File: src/rtl/prm_edge_scan.sv
// Query sequencer for the PRM obstacle checkers: walks a code range, packs one
// result bit per edge into words and streams them out over valid/ready.
module prm_edge_scan #(
  parameter int unsigned CODE_W = 15,
  parameter int unsigned WORD_W = 32,
  parameter int unsigned CNT_W  = 16
) (
  input  logic              clk,
  input  logic              rst_n,
  input  logic              start,
  input  logic [CODE_W-1:0] base_code,
  input  logic [CNT_W-1:0]  count,
  output logic [CODE_W-1:0] query_code,
  output logic              query_valid,
  input  logic              edge_mask_in,
  output logic [WORD_W-1:0] word_data,
  output logic              word_valid,
  input  logic              word_ready,
  output logic              word_last,
  output logic              busy,
  output logic              done,
  output logic [CNT_W-1:0]  blocked_cnt
);

  localparam int unsigned IDX_W = $clog2(WORD_W);
  localparam int unsigned REM_W = CODE_W + 1;
  localparam logic [REM_W-1:0] MAX_N = REM_W'(1) << CODE_W;

  typedef enum logic [1:0] {IDLE, SCAN, DRAIN, FIN} state_t;

  state_t             state, state_nxt;
  logic [REM_W-1:0]   remaining, rem_nxt;
  logic [WORD_W-1:0]  acc, acc_nxt;
  logic [IDX_W-1:0]   bit_idx, idx_nxt;
  logic [CODE_W-1:0]  code_nxt;
  logic [WORD_W-1:0]  wdata_nxt;
  logic               wvalid_nxt, wlast_nxt;
  logic [CNT_W-1:0]   blk_nxt;
  logic [REM_W-1:0]   count_clamped;
  logic [WORD_W-1:0]  merged;
  logic               completes, stall, adv, is_last;

  // Counts wider than the code space collapse to one full sweep.
  always_comb begin
    count_clamped = MAX_N;
    if ((64'(count)) <= (64'(MAX_N))) count_clamped = REM_W'(count);
  end

  // State register and all registered outputs.
  always_ff @(posedge clk or negedge rst_n) begin
    if (!rst_n) begin
      state       <= IDLE;
      remaining   <= '0;
      acc         <= '0;
      bit_idx     <= '0;
      query_code  <= '0;
      query_valid <= 1'b0;
      word_data   <= '0;
      word_valid  <= 1'b0;
      word_last   <= 1'b0;
      busy        <= 1'b0;
      done        <= 1'b0;
      blocked_cnt <= '0;
    end else begin
      state       <= state_nxt;
      remaining   <= rem_nxt;
      acc         <= acc_nxt;
      bit_idx     <= idx_nxt;
      query_code  <= code_nxt;
      query_valid <= (state_nxt == SCAN);
      word_data   <= wdata_nxt;
      word_valid  <= wvalid_nxt;
      word_last   <= wlast_nxt;
      busy        <= (state_nxt != IDLE);
      done        <= (state_nxt == FIN);
      blocked_cnt <= blk_nxt;
    end
  end

  // Next-state, advance/stall and packing logic.
  always_comb begin
    state_nxt  = state;
    rem_nxt    = remaining;
    acc_nxt    = acc;
    idx_nxt    = bit_idx;
    code_nxt   = query_code;
    wdata_nxt  = word_data;
    wvalid_nxt = word_valid;
    wlast_nxt  = word_last;
    blk_nxt    = blocked_cnt;

    is_last    = (remaining == REM_W'(1));
    completes  = (bit_idx == IDX_W'(WORD_W - 1)) || is_last;
    stall      = completes && word_valid && !word_ready;
    adv        = (state == SCAN) && !stall;
    merged     = acc | (WORD_W'(edge_mask_in) << bit_idx);

    if (word_valid && word_ready) begin
      wvalid_nxt = 1'b0;
      wlast_nxt  = 1'b0;
    end

    unique case (state)
      IDLE: begin
        if (start) begin
          code_nxt  = base_code;
          rem_nxt   = count_clamped;
          blk_nxt   = '0;
          state_nxt = (count == '0) ? FIN : SCAN;
        end
      end
      SCAN: begin
        if (adv) begin
          if (edge_mask_in && (blocked_cnt != '1)) blk_nxt = blocked_cnt + CNT_W'(1);
          if (completes) begin
            // Refill of the holding register may coincide with its acceptance.
            wdata_nxt  = merged;
            wvalid_nxt = 1'b1;
            wlast_nxt  = is_last;
            acc_nxt    = '0;
            idx_nxt    = '0;
          end else begin
            acc_nxt = merged;
            idx_nxt = bit_idx + IDX_W'(1);
          end
          code_nxt = query_code + CODE_W'(1);
          rem_nxt  = remaining - REM_W'(1);
          if (is_last) state_nxt = DRAIN;
        end
      end
      DRAIN: begin
        if (word_valid && word_ready && word_last) state_nxt = FIN;
      end
      FIN: state_nxt = IDLE;
      default: state_nxt = IDLE;
    endcase
  end

endmodule

File: config.mk
export PLATFORM = sky130hd
export DESIGN_NAME = prm_edge_scan
export DESIGN_NICKNAME = d
export VERILOG_FILES = /design/src/rtl/prm_edge_scan.sv
export SDC_FILE = /design/constraint.sdc
export NUM_CORES = 1
export LEC_CHECK = 0
export CAP_MARGIN = 20
export CORE_ASPECT_RATIO = 1.2
export CORE_UTILIZATION = 50
export DETAILED_ROUTE_END_ITERATION = 7
export PLACE_DENSITY_LB_ADDON = 0.12
export SYNTH_ARGS = -nofsm -noshare
export SYNTH_HDL_FRONTEND = slang
export SYNTH_SLANG_ARGS = --single-unit
File: constraint.sdc
create_clock -name clk -period 2.6 [get_ports clk]
set_clock_uncertainty 0.2 [all_clocks]
set_input_delay 0.26 -clock clk [delete_from_list [all_inputs] [get_ports clk]]
set_output_delay 0.26 -clock clk [all_outputs]
set_load 0.05 [all_outputs]
==> summary.md <==
| Metric | Value |
|---|---|
| DRT Wirelength | `15600 um` |
| Post-synth EDFFs | `0` |
| Layout net count | `837` |
| Initial Utilization | `51.5%` |
| Cell area after synthesis | `0.00599 sq mm` |
| Fin. Hold Viols | `0` |
| Max Fclk | `400 MHz` |
| Setup TNS | `0 ns` |
| Antenna diodes | `0` |
| Post-CTS Setup Inserts | `0` |
| Die Y | `122 um` |
| First-pass GRT wire length | `25900 um` |
| Port Buffers | `103` |
| Detailed-route vias per instance | `5.78` |
| DRC Markers | `0` |
| Mapped Nets | `715` |
| Gr usage total | `27.0%` |
| Post-DP HPWL | `11000 um` |
| Final ANT Viol Nets | `0` |
| Grt total ovfl | `0` |
| Setup-failing EPs final | `0` |
| Period utilisation layout | `96.1%` |
| Initial antenna violation count | `0` |
| CP bufs+invs | `2` |
| Sequential Power Share | `32.9%` |
| Area delta synth->final | `33.6%` |
| Vias in the first global route | `5397` |
| Row count | `43` |
| Vias | `5573` |
| Sequential cell area | `0.00308 sq mm` |
| Largest net degree at the start of global routing | `50` |
| Critical Path End Type | `flop` |
| Gate power share | `42.1%` |
| Routed len/inst | `16.2 um` |
| Switch share | `42.4%` |
| CTS Buf Count | `17` |
| Multi-input gate area in the final layout | `0.00274 sq mm` |
| Clock sink count | `123` |
| RSZ-0062 raised after global routing | `true` |
| Net switching power | `4140 uW` |
| Clk pwr share | `24.9%` |
| CP Data Required Time | `2.71 ns` |
| Pwr dens | `1220 mW/mm^2` |
| Post-Synthesis Cells | `673` |
| H-tree depth | `4` |
| Share of cells above drive strength 1 | `10.6%` |
| Ys flop type | `dfrtp_1` |
| CP max-delay cell | `dfrtp_1` |
| Critical path class | `flop to flop` |
| Synth Register Bits | `123` |
| Post-route minimum period | `2.50 ns` |
| # placed instances | `932` |
| CP top delay family | `simple AND/OR/NAND/NOR gates` |
| Yosys cell types | `60` |
| Max_cap viols | `0` |
| Max VDD drop | `0.000673 V` |
| Slew Limit Fails | `0` |
| Synth warnings | `0` |
| Crit path max fanout | `4` |
| Asr flop ratio synth | `100%` |
| Mapped Avg Cell Area | `8.90 sq um` |
| DIE AREA | `0.0124 sq mm` |
| Root buffer cell | `clkbuf_16` |
| Worst-Skew Late Latency | `0.42 ns` |
| Max incr delay on CP | `0.37 ns` |
| Max_slew headroom | `51.6%` |
| Worst Hold Class | `primary input to flop` |
| Leakage power | `0.00340 uW` |
| Worst Path Arrival | `2.60 ns` |
| CP Cell Sequence | `inv_1 > ha_1 > nor2b_1 > nand3_1 > o21ai_1 > buf_4 > nand2_1 > and3_1 > a22o_1` |
| Register area share after synthesis | `51.4%` |
| DIE WIDTH | `102 um` |
| Clk slew on worst S/H paths | `0.06 ns` |
| DRT Pass-1 Iters | `5` |
| Tightest hold margin | `0.197 ns` |
| Final std cells w/o fill | `965` |
| Tot Pwr | `9770 uW` |
| Initial drt markers | `407` |
| CTS tree | `done` |
| Status | `complete, no violations` |
| Internal power | `5630 uW` |
| CP Launch Type | `flop` |
| Core area | `0.0116 sq mm` |
| Fillers | `953` |
| IO Pins | `104` |
| RePlAce Congestion | `0.850` |
| Final Core Density | `68.9%` |
| Clock Path Buffers | `2` |
| Worst Tran Pin Value | `0.726 ns` |
-- power groups by stage --
stage                     Clock (uW)  Combinational, uW  Sequential, uW
after detailed placement           0               4090            3230
after global placement             0               3990            3190
after CTS                       2460               4110            3210
after floorplan                    0               1510            4350
after global routing            2540               4460            3320
final                           2440               4120            3220
-- registers in the layout, indices dropped and copies added, names as in the netlist, 2 cells and up --
register	flops
acc	32
bit_idx	5
blocked_cnt	16
query_code	15
remaining	16
state	2
word_data	32
-- metrics by stage --
stage	setup WS [ns]	area, sq um
2_1_floorplan	0.103	5990
3_3_place_gp	0.170	7360
3_5_place_dp	0.0873	7360
4_1_cts	0.00287	7980
5_1_grt	-0.0167	8000
6_report	0.102	8000
-- what timing repair did --
item	4_1_cts	5_1_grt
endpoints found under the hold margin	46	0
hold buffers	1	0
setup endpoints to repair	0	35
gates resized for setup	0	5
-- area by class of cell --
cell class / count / share of cell area (%)
Sequential cell: 123 / 38.5
Multi-Input combinational cell: 501 / 34.2
Timing Repair Buffer: 140 / 16.7
Clock buffer: 17 / 5.32
Tap cell: 157 / 2.46
Clock inverter: 15 / 2.33
Inverter: 12 / 0.563
-- tightest hold or removal path, stage by stage --
cell and delay [ns]:
clkdlybuf4s50_1 0.39, nand2_1 0.05, a31oi_1 0.07
-- layout by cell type (no fill, tap or decap), drive strengths merged, types with 2 or more instances in the layout --
master and n:
xnor2 8, inv 17, bufinv 3, a211oi 9, nand2b 7, o22ai 5, or3 7, nand3 25
clkinv 4, nand2 88, a22o 10, o21ai 78, o21a 4, o22a 3, nor3 12, clkinvlp 3
clkdlybuf4s50 102, or4 3, nor2b 6, nor2 70, clkbuf 17, o31ai 6, nor4 5, a32oi 2
ha 6, a22oi 4, a21oi 85, nor3b 2, a31oi 17, a21boi 3, nand4 6, and3 9
and2 3, dfrtp 123, buf 37
-- per-layer routing --
layer	up-vias	share of wire, %	global-route usage (%)
li1	2668	-	-
met1	2680	41	32.8
met2	190	51	46.1
met3	35	5.7	6.02
met4	0	2.6	11.3
met5	-	0	0
-- path summary, 6_finish.rpt --
check | slack, ns | from | end | cells after the start
worst max-delay path | 0.10 | remaining[1]$_DFFE_PN0P_ | acc[31]$_DFFE_PN0P_ | 9
worst min-delay path | 0.20 | base_code[1] | query_code[1]$_DFFE_PN0P_ | 3
max in group asynchronous | 1.21 | rst_n | blocked_cnt[1]$_DFFE_PN0P_ | 3
min in group asynchronous | 0.24 | rst_n | word_data[28]$_DFFE_PN0P_ | 2
worst max register to register | 0.10 | remaining[1]$_DFFE_PN0P_ | acc[31]$_DFFE_PN0P_ | 9
worst min register to register | 0.27 | word_data[28]$_DFFE_PN0P_ | word_data[28]$_DFFE_PN0P_ | 2
-- cells in the mapped netlist (2+ instances only) --
library cell  count  area, sq um
a211oi_1          9         67.6
a21boi_1          2         15.0
a21oi_1          85          425
a22o_1           10         87.6
a22oi_1           4         30.0
a31oi_1          17          106
a32oi_1           2         17.5
and2_1            3         18.8
and3_1            9         56.3
buf_1             2         7.51
buf_2             6         30.0
clkbuf_1         27          101
dfrtp_1         123         3080
ha_1              6         75.1
inv_1            12         45.0
nand2_1          88          330
nand2b_1          7         43.8
nand3_1          25          125
nand4_1           5         31.3
nor2_1           69          259
nor2b_1           6         37.5
nor3_1           11         55.1
nor4_1            5         31.3
o21a_1            3         22.5
o21ai_0          76          380
o22a_1            3         26.3
o22ai_1           5         31.3
o31ai_1           6         45.0
or3_1             7         43.8
or4_1             3         22.5
xnor2_1           8         70.1
-- cells by family (layout without fill, tap and decap cells) --
logic type	Yosys count	after routing	synth area share [%]
flops	123	123	51.4
compound gates	237	237	23.2
fa+ha+maj	6	6	1.25
buf+inv	49	184	3.38
mux	1	1	0.167
simple gates	248	248	19.3
xor+xnor	9	9	1.32
Power figures use the tool's default switching activity.
